[config.mk]
export PLATFORM = sky130hd
export DESIGN_NAME = reg_file_sb
export DESIGN_NICKNAME = d
export VERILOG_FILES = /design/src/rtl/reg_file_sb_pkg.sv /design/src/rtl/reg_file_sb_rf_read_port.sv /design/src/rtl/reg_file_sb.sv
export SDC_FILE = /design/constraint.sdc
export NUM_CORES = 2
export LEC_CHECK = 0
export CAP_MARGIN = 20
export CELL_PAD_IN_SITES_DETAIL_PLACEMENT = 1
export CELL_PAD_IN_SITES_GLOBAL_PLACEMENT = 1
export CORE_MARGIN = 1.5
export CORE_UTILIZATION = 48
export DETAILED_ROUTE_END_ITERATION = 10
export PLACE_DENSITY_LB_ADDON = 0.1
export SYNTH_ARGS = -nofsm -noshare
export SYNTH_HDL_FRONTEND = slang
export SYNTH_HIERARCHICAL = 1
export SYNTH_SLANG_ARGS = --single-unit
[constraint.sdc]
create_clock -name clk -period 2.9 [get_ports clk]
set_input_delay 0.435 -clock clk [delete_from_list [all_inputs] [get_ports clk]]
set_output_delay 0.435 -clock clk [all_outputs]
set_load 0.05 [all_outputs]
[src/rtl/reg_file_sb_pkg.sv]
// Shared sizing constants and encodings for the register file with scoreboard.
package reg_file_sb_pkg;
  localparam int DATA_W  = 32;
  localparam int REG_NUM = 32;
  localparam int ADDR_W  = 5;

  localparam logic [DATA_W-1:0] ZERO_WORD = '0;
  localparam logic [ADDR_W-1:0] REG_ZERO  = '0;
  localparam logic ENABLE  = 1'b1;
  localparam logic DISABLE = 1'b0;
endpackage

[src/rtl/reg_file_sb_rf_read_port.sv]
// One ID read port: bypass priority EX over WB over array, with stall on
// unfinished EX results and on pending long-latency producers.
module rf_read_port #(
  parameter int DATA_W = 32,
  parameter int ADDR_W = 5
) (
  input  logic              en_i,
  input  logic [ADDR_W-1:0] addr_i,
  input  logic              ex_we_i,
  input  logic [ADDR_W-1:0] ex_dest_i,
  input  logic              ex_ready_i,
  input  logic [DATA_W-1:0] ex_result_i,
  input  logic              wb_en_i,
  input  logic [ADDR_W-1:0] wb_addr_i,
  input  logic [DATA_W-1:0] wb_data_i,
  input  logic              pend_i,
  input  logic [DATA_W-1:0] arr_data_i,
  output logic [DATA_W-1:0] data_o,
  output logic              stall_o
);
  import reg_file_sb_pkg::ENABLE;
  import reg_file_sb_pkg::DISABLE;

  always_comb begin
    data_o  = '0;
    stall_o = DISABLE;
    if (!en_i || addr_i == '0) begin
      data_o  = '0;
    end else if (ex_we_i && addr_i == ex_dest_i) begin
      // A load or unfinished mul/div in EX has nothing to forward yet
      if (ex_ready_i) data_o = ex_result_i;
      else            stall_o = ENABLE;
    end else if (wb_en_i && addr_i == wb_addr_i) begin
      data_o = wb_data_i;
    end else if (pend_i) begin
      stall_o = ENABLE;
    end else begin
      data_o = arr_data_i;
    end
  end
endmodule

[src/rtl/reg_file_sb.sv]
// Multi-read-port register file with EX/WB bypass and an in-flight
// destination scoreboard that stalls ID on long-latency producers.
module reg_file_sb #(
  parameter int DATA_W     = 32,
  parameter int REG_NUM    = 32,
  parameter int ADDR_W     = 5,
  parameter int READ_PORTS = 2
) (
  input  logic                         clk,
  input  logic                         rst_n,
  input  logic                         wb_en,
  input  logic [ADDR_W-1:0]            wb_addr,
  input  logic [DATA_W-1:0]            wb_data,
  input  logic [READ_PORTS-1:0]        rd_en,
  input  logic [READ_PORTS*ADDR_W-1:0] rd_addr,
  output logic [READ_PORTS*DATA_W-1:0] rd_data,
  input  logic [ADDR_W-1:0]            ex_dest,
  input  logic                         ex_we,
  input  logic                         ex_ready,
  input  logic [DATA_W-1:0]            ex_result,
  input  logic                         issue_valid,
  input  logic [ADDR_W-1:0]            issue_dest,
  input  logic                         issue_we,
  input  logic                         flush,
  output logic                         stall,
  output logic [REG_NUM-1:0]           pending
);
  import reg_file_sb_pkg::ENABLE;
  import reg_file_sb_pkg::DISABLE;

  logic [DATA_W-1:0]     regs_q [REG_NUM];
  logic [REG_NUM-1:0]    pending_q, pending_d;
  logic [READ_PORTS-1:0] port_stall;

  always_ff @(posedge clk or negedge rst_n) begin
    if (!rst_n) begin
      for (int r = 0; r < REG_NUM; r++) regs_q[r] <= '0;
    end else if (wb_en && wb_addr != '0) begin
      regs_q[wb_addr] <= wb_data;
    end
  end

  // Clear before set so a new producer on the WB register supersedes the old one
  always_comb begin
    pending_d = pending_q;
    if (flush) begin
      pending_d = '0;
    end else begin
      if (wb_en) pending_d[wb_addr] = DISABLE;
      if (issue_valid && issue_we && !stall && issue_dest != '0)
        pending_d[issue_dest] = ENABLE;
    end
    pending_d[0] = DISABLE;
  end

  always_ff @(posedge clk or negedge rst_n) begin
    if (!rst_n) pending_q <= '0;
    else        pending_q <= pending_d;
  end

  for (genvar i = 0; i < READ_PORTS; i++) begin : g_port
    logic [ADDR_W-1:0] addr;
    assign addr = rd_addr[i*ADDR_W +: ADDR_W];

    rf_read_port #(
      .DATA_W (DATA_W),
      .ADDR_W (ADDR_W)
    ) u_port (
      .en_i        (rd_en[i]),
      .addr_i      (addr),
      .ex_we_i     (ex_we),
      .ex_dest_i   (ex_dest),
      .ex_ready_i  (ex_ready),
      .ex_result_i (ex_result),
      .wb_en_i     (wb_en),
      .wb_addr_i   (wb_addr),
      .wb_data_i   (wb_data),
      .pend_i      (pending_q[addr]),
      .arr_data_i  (regs_q[addr]),
      .data_o      (rd_data[i*DATA_W +: DATA_W]),
      .stall_o     (port_stall[i])
    );
  end

  assign stall   = |port_stall;
  assign pending = pending_q;
endmodule

==> results.txt <==
----------------------------------------------------
[Critical path]
  Data arrival time at the worst-slack endpoint ... 3.22 ns
  FF-to-FF Start ... pending[11]
  Crit. End Element ... output pin
  Highest net fanout along the worst path ... 13
  Data required time of the critical path ... 2.47 ns
  Crit path launch type ... input port
  Crit Path Category ... in2out
  CP startpoint ... rd_addr[8]

[Floorplan]
  Placement Rows ... between 100 and 150
  Initial Utilization ... about half
  Die boundary height ... about 350 um
  Number of top-level design ports ... ~200
  Placeable core area ... around 0.12 sq mm
  Area of the die ... 0.121 sq mm
  Die Width ... around 350 um

[STA]
  Tcrit/Tclk final ... 126%
  Slew of the pin with the lowest slew margin ... approximately 0.76 ns
  Peak clock frequency supported by timing ... 0.273 GHz
  Setup violators final ... between 60 and 70
  Max Clock Skew ... roughly 0.0084 ns
  Final Hold Viols ... 0
  RSZ-0062 raised after global routing ... true
  Total count of max-transition violations in the final report ... 0
  Relative slew margins ... about half
  Shortest clock period the worst path allows after layout ... between 3 and 4 ns
  Fin Hold WS ... 0.249 ns
  Setup slack after layout ... -0.757 ns

[Synthesis]
  Average cell area after synthesis ... between 10 and 15 sq um
  Post-synthesis cell count ... approximately 3.8k
  Number of flops mapped to enable cells by yosys ... 0
  Synthesized area ... around 0.057 sq mm
  Number of register bits inferred by synthesis ... approximately 1.1k
  Synthesized net count ... 3933
  Async set-or-reset flop fraction in the synthesized netlist ... 100%
  Part of the Yosys area used for sequential elements ... between 40% and 50%
  Number of distinct library cells after synthesis ... 46
  Main synth FF type ... sky130_fd_sc_hd__dfrtp_1
  Yosys warnings ... 6

[Clock network]
  Clk Tree Root Cell ... sky130_fd_sc_hd__clkbuf_16
  Htree depth ... 3
  Inserted Clock Buffers ... around 120
  Bufs on Longest Clock Path ... 3
  CTS tree ... built
  Num Clock Sinks ... 1055
  Clock latency reported for the late side of the worst-skew pair ... between 0.7 and 0.8 ns
  Clock Pin Slew Worst Setup and Hold Paths ... roughly 0.06 ns

[Route]
  Iter 0 DRT Violations ... roughly 3.6k
  Total routed wirelength ... 219 mm
  Met3 Wirelength ... approximately 18 mm
  Uppermost layer routed ... met5
  Number of vias in the routed layout ... between 40k and 50k
  Post-route ant nets ... 0
  Routed metal-1 wirelength ... ~90 mm
  Vias per cell ... 6.90
  Count of unresolved DRC violations after routing ... 0
  Wire length on met2 ... 103 mm
  Detail-routed net length per standard cell ... roughly 37 um
  Router iterations before antenna repair ... 5

[Placed design]
  Total of buffers placed on input and output ports ... around 190
  Post-DP HPWL ... approximately 150 mm
  Placed cells ... 5658
  Placed cell area ... roughly 0.066 sq mm
  Gp weighted congestion ... 0.896

[Global routing]
  Maximum number of pins on one net before global-route repair ... between 100 and 150
  Antenna violations before repair ... 9
  Vias in the first global route ... approximately 44k
  First-pass GRT wire length ... 320 mm
  Tot GR Track Use ... a little over a third
  Total global routing overflow ... 0

[Power and ir drop]
  Worst vdd ir ... around 0.54 mV
  P per Cell Area ... 637 mW/mm^2
  Power consumption ... around 45 mW
  P_leak ... 30.3 nW

[Final layout]
  Post-route cell area ... 0.0714 sq mm
  Leading cell type in the layout, fill and taps excluded ... sky130_fd_sc_hd__dfrtp_1
  Final net count ... 4366
  Area added between synthesis and finish ... 24.9%
  Layout cell share with drive strength beyond 1 ... 59.1%
  Final cell count without fillers ... ~5.9k
  Most frequent cells in the layout ... sky130_fd_sc_hd__dfrtp_1, sky130_fd_sc_hd__mux2_2, sky130_fd_sc_hd__mux4_2

[Status]
  Outcome ... complete, but fails checks
  Violated checks ... setup timing

[Job]
  Count of maximum capacitance violations ... 0

[Hold path]
  Tightest Hold Check Type ... in2async

----------------------------------------------------
## per-layer routing
metal  vias up  track usage [%]
met5         -                0
met1     22400             50.2
met3       516             7.37
met4         6             13.8
li1      15800                -
met2      1993             56.9
## synthesized netlist by cell type, types with 8 or more instances
cell type                  count  area [sq um]
sky130_fd_sc_hd__a21oi_1      18          90.1
sky130_fd_sc_hd__a22oi_1      15           113
sky130_fd_sc_hd__buf_1        14          52.6
sky130_fd_sc_hd__buf_2        94           470
sky130_fd_sc_hd__buf_4        84           631
sky130_fd_sc_hd__buf_6        27           304
sky130_fd_sc_hd__clkbuf_1    198           743
sky130_fd_sc_hd__dfrtp_1    1055         26400
sky130_fd_sc_hd__mux2_1        8          90.1
sky130_fd_sc_hd__mux2_2      992         11200
sky130_fd_sc_hd__mux2i_1      74           741
sky130_fd_sc_hd__mux4_2      518         11700
sky130_fd_sc_hd__nand2_1      95           357
sky130_fd_sc_hd__nand2_2      12          75.1
sky130_fd_sc_hd__nand3_1      10          50.1
sky130_fd_sc_hd__nand3b_1     15           113
sky130_fd_sc_hd__nand4_1       8          50.1
sky130_fd_sc_hd__nor2_1       31           116
sky130_fd_sc_hd__nor2b_1      70           438
sky130_fd_sc_hd__nor4_1       66           413
sky130_fd_sc_hd__o21ai_0      22           110
sky130_fd_sc_hd__o21ai_2      62           543
sky130_fd_sc_hd__o22ai_1     256          1600
sky130_fd_sc_hd__xnor2_1      12           105
sky130_fd_sc_hd__xor2_1        8          70.1
## sequential cells by signal, indices dropped and copies added, names as in the netlist
| register | cells |
|---|---|
| pending | 31 |
| regs_q | 1024 |
## worst paths after layout
path / end / slack [ns] / cells past startpoint
setup / recovery: rd_data[45] / -0.76 / 14
hold / removal: pending[7] / 0.25 / 2
setup reg to reg: pending[19] / 0.02 / 12
hold reg to reg: regs_q[992] / 0.39 / 0
max in group asynchronous: regs_q[858] / 1.56 / 3
min in group clk: regs_q[992] / 0.39 / 0
## cell families after synthesis
group | Yosys count | synth area share, %
multiplexers | 1592 | 41.4
AND/OR/NAND/NOR | 352 | 3.45
AO/OA/AOI/OAI | 381 | 4.42
buffers and inverters | 433 | 4.21
flip-flops | 1055 | 46.2
other | 1 | 0.00656
XOR/XNOR | 20 | 0.306
## stage by stage
stage	setup TNS (ns)	util (%)	setup slack, ns
CTS	-39.18	59.9	-0.702
global route	-45.20	60.5	-0.768
global placement	-53.58	56.1	-1.02
floorplan	-0.0700	-	-0.0293
detailed placement	-56.53	56.1	-1.01
finish	-38.98	60.5	-0.757
## final cells by class
class	count	area (sq um)
Multi-Input combinational cell	2346	30000
Clock inverter	38	435
Sequential cell	1055	26400
Clock buffer	174	3400
Fill cell	10500	46700
Antenna cell	2	5.00
Tap cell	1536	1920
Timing Repair Buffer	741	9220
Inverter	6	22.5
## critical path: stages
cell and delay, ns:
sky130_fd_sc_hd__clkdlybuf4s50_1 0.46, sky130_fd_sc_hd__buf_4 0.18, sky130_fd_sc_hd__buf_4 0.14, sky130_fd_sc_hd__nor2_1 0.06
sky130_fd_sc_hd__nand2_2 0.20, sky130_fd_sc_hd__buf_4 0.17, sky130_fd_sc_hd__buf_12 0.17, sky130_fd_sc_hd__o22ai_1 0.12
sky130_fd_sc_hd__nor4_1 0.40, sky130_fd_sc_hd__buf_4 0.23, sky130_fd_sc_hd__nor2b_1 0.17, sky130_fd_sc_hd__mux2i_1 0.13
sky130_fd_sc_hd__o21ai_4 0.17, sky130_fd_sc_hd__buf_12 0.15
## where the power goes
group          internal, mW  switching (mW)  total, mW  leakage [nW]
registers              17.5            2.19       19.6          13.6
logic                  6.29            4.45       10.7          14.8
clock network          8.77            6.33       15.1          1.89
## what timing repair did
item,in CTS,in global routing
pin swaps,20,56
gates resized for setup,96,128
buffers inserted,21,8
setup endpoints to repair,65,87
endpoints found under the hold margin,21,0
hold buffers,1,0
cloned,1,1
Power figures use the tool's default switching activity.
